<file path="config.mk">
export PLATFORM = sky130hd
export DESIGN_NAME = sar_conversion_controller_flat
export DESIGN_NICKNAME = d
export VERILOG_FILES = /design/src/rtl/sar_conversion_controller_if.sv /design/src/rtl/sar_conversion_controller.sv /design/src/flat_wrapper.sv
export SDC_FILE = /design/constraint.sdc
export NUM_CORES = 1
export LEC_CHECK = 0
export BUFFER_PORTS_ARGS = -buffer_cell sky130_fd_sc_hd__buf_2
export CORE_ASPECT_RATIO = 2
export CORE_MARGIN = 2
export CORE_UTILIZATION = 30
export CTS_CLUSTER_DIAMETER = 80
export DETAILED_ROUTE_END_ITERATION = 16
export MAX_ROUTING_LAYER = met4
export PLACE_DENSITY = 0.5
export SLEW_MARGIN = 40
export SYNTH_ARGS = -nofsm -noshare
export SYNTH_HDL_FRONTEND = slang
export SYNTH_SLANG_ARGS = --single-unit
</file>
<file path="constraint.sdc">
create_clock -name clk -period 6.4 [get_ports clk]
set_clock_uncertainty 0.1 [all_clocks]
set_input_delay 1.92 -clock clk [delete_from_list [all_inputs] [get_ports clk]]
set_output_delay 1.92 -clock clk [all_outputs]
set_load 0.05 [all_outputs]
</file>
<file path="src/rtl/sar_conversion_controller_if.sv">
// Sample, SAR-feedback and result signals between the SAR conversion controller and its neighbours.
interface sar_conversion_controller_if #(
  parameter int unsigned N_BITS = 10
) ();

  logic              sample_valid;
  logic              sample_ready;
  logic [N_BITS-1:0] sample_code;
  logic [N_BITS-1:0] dac_code;
  logic              sar_eoc;
  logic              feedback_value;
  logic              conduct_comparison;
  logic              result_valid;
  logic              result_ready;
  logic [N_BITS-1:0] result_data;
  logic              eoc_error;

  modport slave (
    input  sample_valid, sample_code, dac_code, sar_eoc, result_ready,
    output sample_ready, feedback_value, conduct_comparison,
           result_valid, result_data, eoc_error
  );

  modport master (
    output sample_valid, sample_code, dac_code, sar_eoc, result_ready,
    input  sample_ready, feedback_value, conduct_comparison,
           result_valid, result_data, eoc_error
  );

endinterface

</file>
<file path="src/rtl/sar_conversion_controller.sv">
// Sequencer and ideal comparator for the SAR register: accept sample, convert, present result.
// Optional SAR_CTRL_EOC_CHECK_EN: fixed-length conversion with a sticky sar_eoc protocol error flag.
module sar_conversion_controller #(
  parameter int unsigned N_BITS = 10
) (
  input logic                       clk,
  input logic                       reset,
  sar_conversion_controller_if.slave bus
);

  typedef enum logic [1:0] {
    IDLE,
    CONVERT,
    HOLD
  } state_t;

  state_t            state;
  logic [N_BITS-1:0] held_sample;
  logic              sample_ready_q;
  logic              conduct_q;
  logic              result_valid_q;
  logic [N_BITS-1:0] result_data_q;
  logic              feedback_c;
  logic              conv_done_c;

  // Ideal comparator, only live while the SAR is being driven.
  assign feedback_c = (state == CONVERT) && (held_sample >= bus.dac_code);

`ifdef SAR_CTRL_EOC_CHECK_EN
  localparam int unsigned CNT_W = $clog2(2 * N_BITS);
  localparam logic [CNT_W-1:0] LAST_CNT = CNT_W'(2 * N_BITS - 1);

  logic [CNT_W-1:0] conv_cnt;
  logic             eoc_error_q;

  assign conv_done_c = (state == CONVERT) && (conv_cnt == LAST_CNT);

  // Conversion length is owned locally; sar_eoc is only cross-checked against it.
  always_ff @(posedge clk or posedge reset) begin
    if (reset) begin
      conv_cnt    <= '0;
      eoc_error_q <= 1'b0;
    end else begin
      if (state == CONVERT && !conv_done_c) begin
        conv_cnt <= conv_cnt + CNT_W'(1);
      end else begin
        conv_cnt <= '0;
      end
      if ((state == CONVERT && (bus.sar_eoc != conv_done_c)) ||
          (state != CONVERT && bus.sar_eoc)) begin
        eoc_error_q <= 1'b1;
      end
    end
  end

  assign bus.eoc_error = eoc_error_q;
`else
  assign conv_done_c   = (state == CONVERT) && bus.sar_eoc;
  assign bus.eoc_error = 1'b0;
`endif

  // Main sequencer; the final SAR cycle still shows bit 0 forced high, so the
  // comparator decision replaces it.
  always_ff @(posedge clk or posedge reset) begin
    if (reset) begin
      state          <= IDLE;
      held_sample    <= '0;
      sample_ready_q <= 1'b1;
      conduct_q      <= 1'b0;
      result_valid_q <= 1'b0;
      result_data_q  <= '0;
    end else begin
      case (state)
        IDLE: begin
          if (bus.sample_valid && sample_ready_q) begin
            held_sample    <= bus.sample_code;
            sample_ready_q <= 1'b0;
            conduct_q      <= 1'b1;
            state          <= CONVERT;
          end
        end
        CONVERT: begin
          if (conv_done_c) begin
            result_data_q  <= {bus.dac_code[N_BITS-1:1], feedback_c};
            conduct_q      <= 1'b0;
            result_valid_q <= 1'b1;
            state          <= HOLD;
          end
        end
        HOLD: begin
          if (bus.result_ready) begin
            result_valid_q <= 1'b0;
            sample_ready_q <= 1'b1;
            state          <= IDLE;
          end
        end
        default: begin
          state <= IDLE;
        end
      endcase
    end
  end

  assign bus.sample_ready       = sample_ready_q;
  assign bus.conduct_comparison = conduct_q;
  assign bus.result_valid       = result_valid_q;
  assign bus.result_data        = result_data_q;
  assign bus.feedback_value     = feedback_c;

endmodule

</file>
<file path="src/flat_wrapper.sv">
// flat-port wrapper written by rule: the top's interface ports become plain ports
module sar_conversion_controller_flat 
#(
  parameter int unsigned N_BITS = 10
)
  (clk, reset, bus_sample_valid, bus_sample_code, bus_dac_code, bus_sar_eoc, bus_result_ready, bus_sample_ready, bus_feedback_value, bus_conduct_comparison, bus_result_valid, bus_result_data, bus_eoc_error);
  sar_conversion_controller_if #(.N_BITS(N_BITS)) bus_i ();
  input logic clk;
  input logic reset;
  input wire logic [$bits(bus_i.sample_valid)-1:0] bus_sample_valid;
  input wire logic [$bits(bus_i.sample_code)-1:0] bus_sample_code;
  input wire logic [$bits(bus_i.dac_code)-1:0] bus_dac_code;
  input wire logic [$bits(bus_i.sar_eoc)-1:0] bus_sar_eoc;
  input wire logic [$bits(bus_i.result_ready)-1:0] bus_result_ready;
  output wire logic [$bits(bus_i.sample_ready)-1:0] bus_sample_ready;
  output wire logic [$bits(bus_i.feedback_value)-1:0] bus_feedback_value;
  output wire logic [$bits(bus_i.conduct_comparison)-1:0] bus_conduct_comparison;
  output wire logic [$bits(bus_i.result_valid)-1:0] bus_result_valid;
  output wire logic [$bits(bus_i.result_data)-1:0] bus_result_data;
  output wire logic [$bits(bus_i.eoc_error)-1:0] bus_eoc_error;
  assign bus_i.sample_valid = bus_sample_valid;
  assign bus_i.sample_code = bus_sample_code;
  assign bus_i.dac_code = bus_dac_code;
  assign bus_i.sar_eoc = bus_sar_eoc;
  assign bus_i.result_ready = bus_result_ready;
  assign bus_sample_ready = bus_i.sample_ready;
  assign bus_feedback_value = bus_i.feedback_value;
  assign bus_conduct_comparison = bus_i.conduct_comparison;
  assign bus_result_valid = bus_i.result_valid;
  assign bus_result_data = bus_i.result_data;
  assign bus_eoc_error = bus_i.eoc_error;
  sar_conversion_controller #(.N_BITS(N_BITS)) u_core (.clk(clk), .reset(reset), .bus(bus_i));
endmodule
</file>
==> impl_results.md <==
- Post-CTS setup buffers: 0
- Reg-to-Reg Start: u_core.state[0]
- Area of the die: roughly 4700 um^2
- Initial detailed-routing violation count: 31
- Minimum clock period: between 5000 and 6000 ps
- Placed cell area: 1469 um^2
- PortBufs: 38
- Clock power frac: between 10% and 20%
- Drt via density: 4.446
- Worst-Margin Slew: ~760 ps
- Synth cell count leaders: dfrtp_1, inv_1, nand2_1
- Area Growth Syn to Fin: 21.98%
- Max-Cap Viols: 0
- Vias in the first global route: 963
- Design Power: 630.8 uW
- Sw Pwr: ~270 uW
- Layout cells sized above 1: a little under two fifths
- Root Driver: clkbuf_8
- IO Count: 40
- Placer congestion estimate: 0.6871
- CP Class: input port to output port
- Worst EP arrival: approximately 3300 ps
- Final non-filler cell total: ~200
- Cts bufs inserted: 3
- Pins Over Slew Limit: 0
- GR Util met2: roughly 23%
- Synth Instances: 114
- Critical Path Stages: 7
- Fin util: 37.42%
- CP bufs+invs: 2
- DRT Pass-1 Iters: 4
- ANT nets after route: 0
- CORE AREA: between 4000 and 5000 um^2
- Most used DFF post-synth: dfrtp_1
- CP max-delay cell: a211oi_1
- Synthesized flop and latch total: 25
- Internal cell power: between 300 and 400 uW
- Nets@finish: 188
- Synth Warn #: 0
- Initial antenna violation count: 0
- Sequential Power Share: about 40%
- Maximum clock path buffer count: 2
- Critical Path RT: 4380 ps
- Die Y: 94.97 um
- Hold Path Origin: u_core.bus.result_data[4]
- Slack of the worst reg-to-reg path: between 4000 and 5000 ps
- Cts repair resizes: 0
- Worst-Skew Late Latency: around 260 ps
- Avg WL per Cell: approximately 12 um
- Setup-failing EPs final: 0
- Tot GR Track Use: between 10% and 20%
- FF-to-FF path depth: 3
- Library cells used by synthesis: 27
- FP Rows: 33
- Leakage Power: between 0.0008 and 0.0009 uW
- Top area cells in the synthesized netlist: dfrtp_1, ha_1, mux2_4
- CTS tree: built
- Maximum clock frequency: 189.6 MHz
- Max_slew headroom: 49.00%
- Largest net degree at the start of global routing: 26
- Grt met3 use: between 1.5 and 2%
- Crit. End Element: output port
- Outcome: finished, final reports clean
- Crit path largest cell delay: 300 ps
- Total Routed Length: about 2500 um
- CTS Sinks: 25
- Via count: 907
- Synth async-reset ratio: 100.0%
- Post-synth top area share: between 40% and 50%
- Post-synthesis sequential area ratio: about half
- Hold EP: u_core.bus.result_data[4]
- Htree depth: 1
- Gate power share: a little under half
- Most Frequent Cell on Critical Path: buf_2
- Syn Area/Cell: 10.89 um^2
- Pwr Density: 416.7 nW/um^2
- Cell count of the worst hold path: 2
- Hold buffers post-CTS: 0
- RSZ-0062 raised after global routing: no
- Fin crit share: 82.39%
- Post-synth EDFFs: 0
- Count leader, synth: dfrtp_1
- Design Area, Final: between 1500 and 2000 um^2
- Worst hold path type: register to register
- Setup crit start kind: input port
- Max IR drop VDD: roughly 140 uV
- Hold Violations, Final: 0
- Netlist Area Pre-Place: ~1200 um^2
- Antenna fix cells: 0
- Setup Total Neg Slack: 0 ps
- Cells along the critical path: buf_2 > ha_1 > nand2b_1 > a21o_1 > a211oi_1 > a21oi_1 > buf_2
- Top cell family by delay on the critical path: compound AO/OA/AOI/OAI gates
- Total nets after synthesis: about 150
- DR DRC count: 0
- First-pass GRT wire length: ~4200 um
- Crit path max fanout: 2
- Net Sw Frac: between 40% and 50%
- Initial core utilization: between 30% and 40%
- R2R Path End: u_core.held_sample[9]
- Remaining Overflow, GRT: 0
- Hpwl dp: just under 2000 um
- Cell taking the most area after synthesis: dfrtp_1
- Placed Cells: 200
- GR Util met1: between 10% and 20%
- Die width: between 40 and 50 um
- Clock transition at path regs: 80 ps
- GRT Max-Usage Layer: met2
## how the worst max path moves through the flow
| stage | startpoint | endpoint |
|---|---|---|
| 2_1_floorplan | bus_dac_code[3] | bus_feedback_value |
| 4_1_cts | bus_dac_code[7] | bus_feedback_value |
| 3_3_place_gp | bus_dac_code[0] | bus_feedback_value |
| 3_5_place_dp | bus_dac_code[0] | bus_feedback_value |
| 5_1_grt | bus_dac_code[7] | bus_feedback_value |
| 6_report | bus_dac_code[0] | bus_feedback_value |
## worst reg2reg max path, delay by kind of cell (launching register included)
kind | cells | cell delay (ps)
muxes | 1 | 420
DFF | 1 | 450
and+or+nand+nor | 2 | 840
## state kept, by name, indices dropped and copies added (netlist names)
| register | cells |
|---|---|
| u_core.held_sample | 10 |
| u_core.bus.result_valid | 1 |
| u_core.bus.result_data | 10 |
| u_core.bus.sample_ready | 1 |
| u_core.bus.conduct_comparison | 1 |
| u_core.state | 2 |
## metal layers
layer  up-vias  part of all wire (%)
li1        457                     -
met1       430                    38
met2        18                    56
met3         2                   5.0
met4         0                   1.0
met5         -                     0
## area by class of cell
cell class / count / area [um^2]
fillers: 454 / 2532
inverters: 13 / 48.80
repair buffers: 38 / 190.2
well taps: 52 / 65.06
flip-flops and latches: 25 / 626.9
clock buffers: 4 / 45.04
multi-input cells: 72 / 538.0
## cell usage in the layout, fill, tap and decap left out, types with 2 or more instances in the layout
cell / count
nor2_1: 5
clkbuf_8: 3
dfrtp_1: 24
a211oi_1: 2
o21ai_0: 12
nand2_1: 13
nand4_1: 2
a21oi_1: 7
ha_1: 10
mux2_4: 6
buf_2: 38
mux2_2: 3
inv_1: 12
nand2b_1: 2
## power by group through the flow
stage | combinational [uW] | sequential, uW | clock [uW]
finish | 289 | 249 | 92.5
global route | 314 | 259 | 105
CTS | 294 | 251 | 96.8
detailed placement | 293 | 254 | 0
global placement | 290 | 251 | 0
floorplan | 102 | 373 | 0
## cells by family after synthesis
family	Yosys count	synth area share [%]
multiplexers	9	9.980
adder cells (fa/ha/maj)	10	10.08
buffers and inverters	17	6.149
AO/OA/AOI/OAI	26	11.90
flip-flops	25	50.50
AND/OR/NAND/NOR	26	11.09
other	1	0.3021
## metrics by stage
stage / hold slack [ps] / worst slack (ps)
finish: 378.6 / 1127
floorplan: 384.9 / 1081
global route: 417.1 / 950.8
detailed placement: 366.2 / 1120
CTS: 386.1 / 1113
global placement: 356.6 / 1135
(Power assumes the default switching activity.)
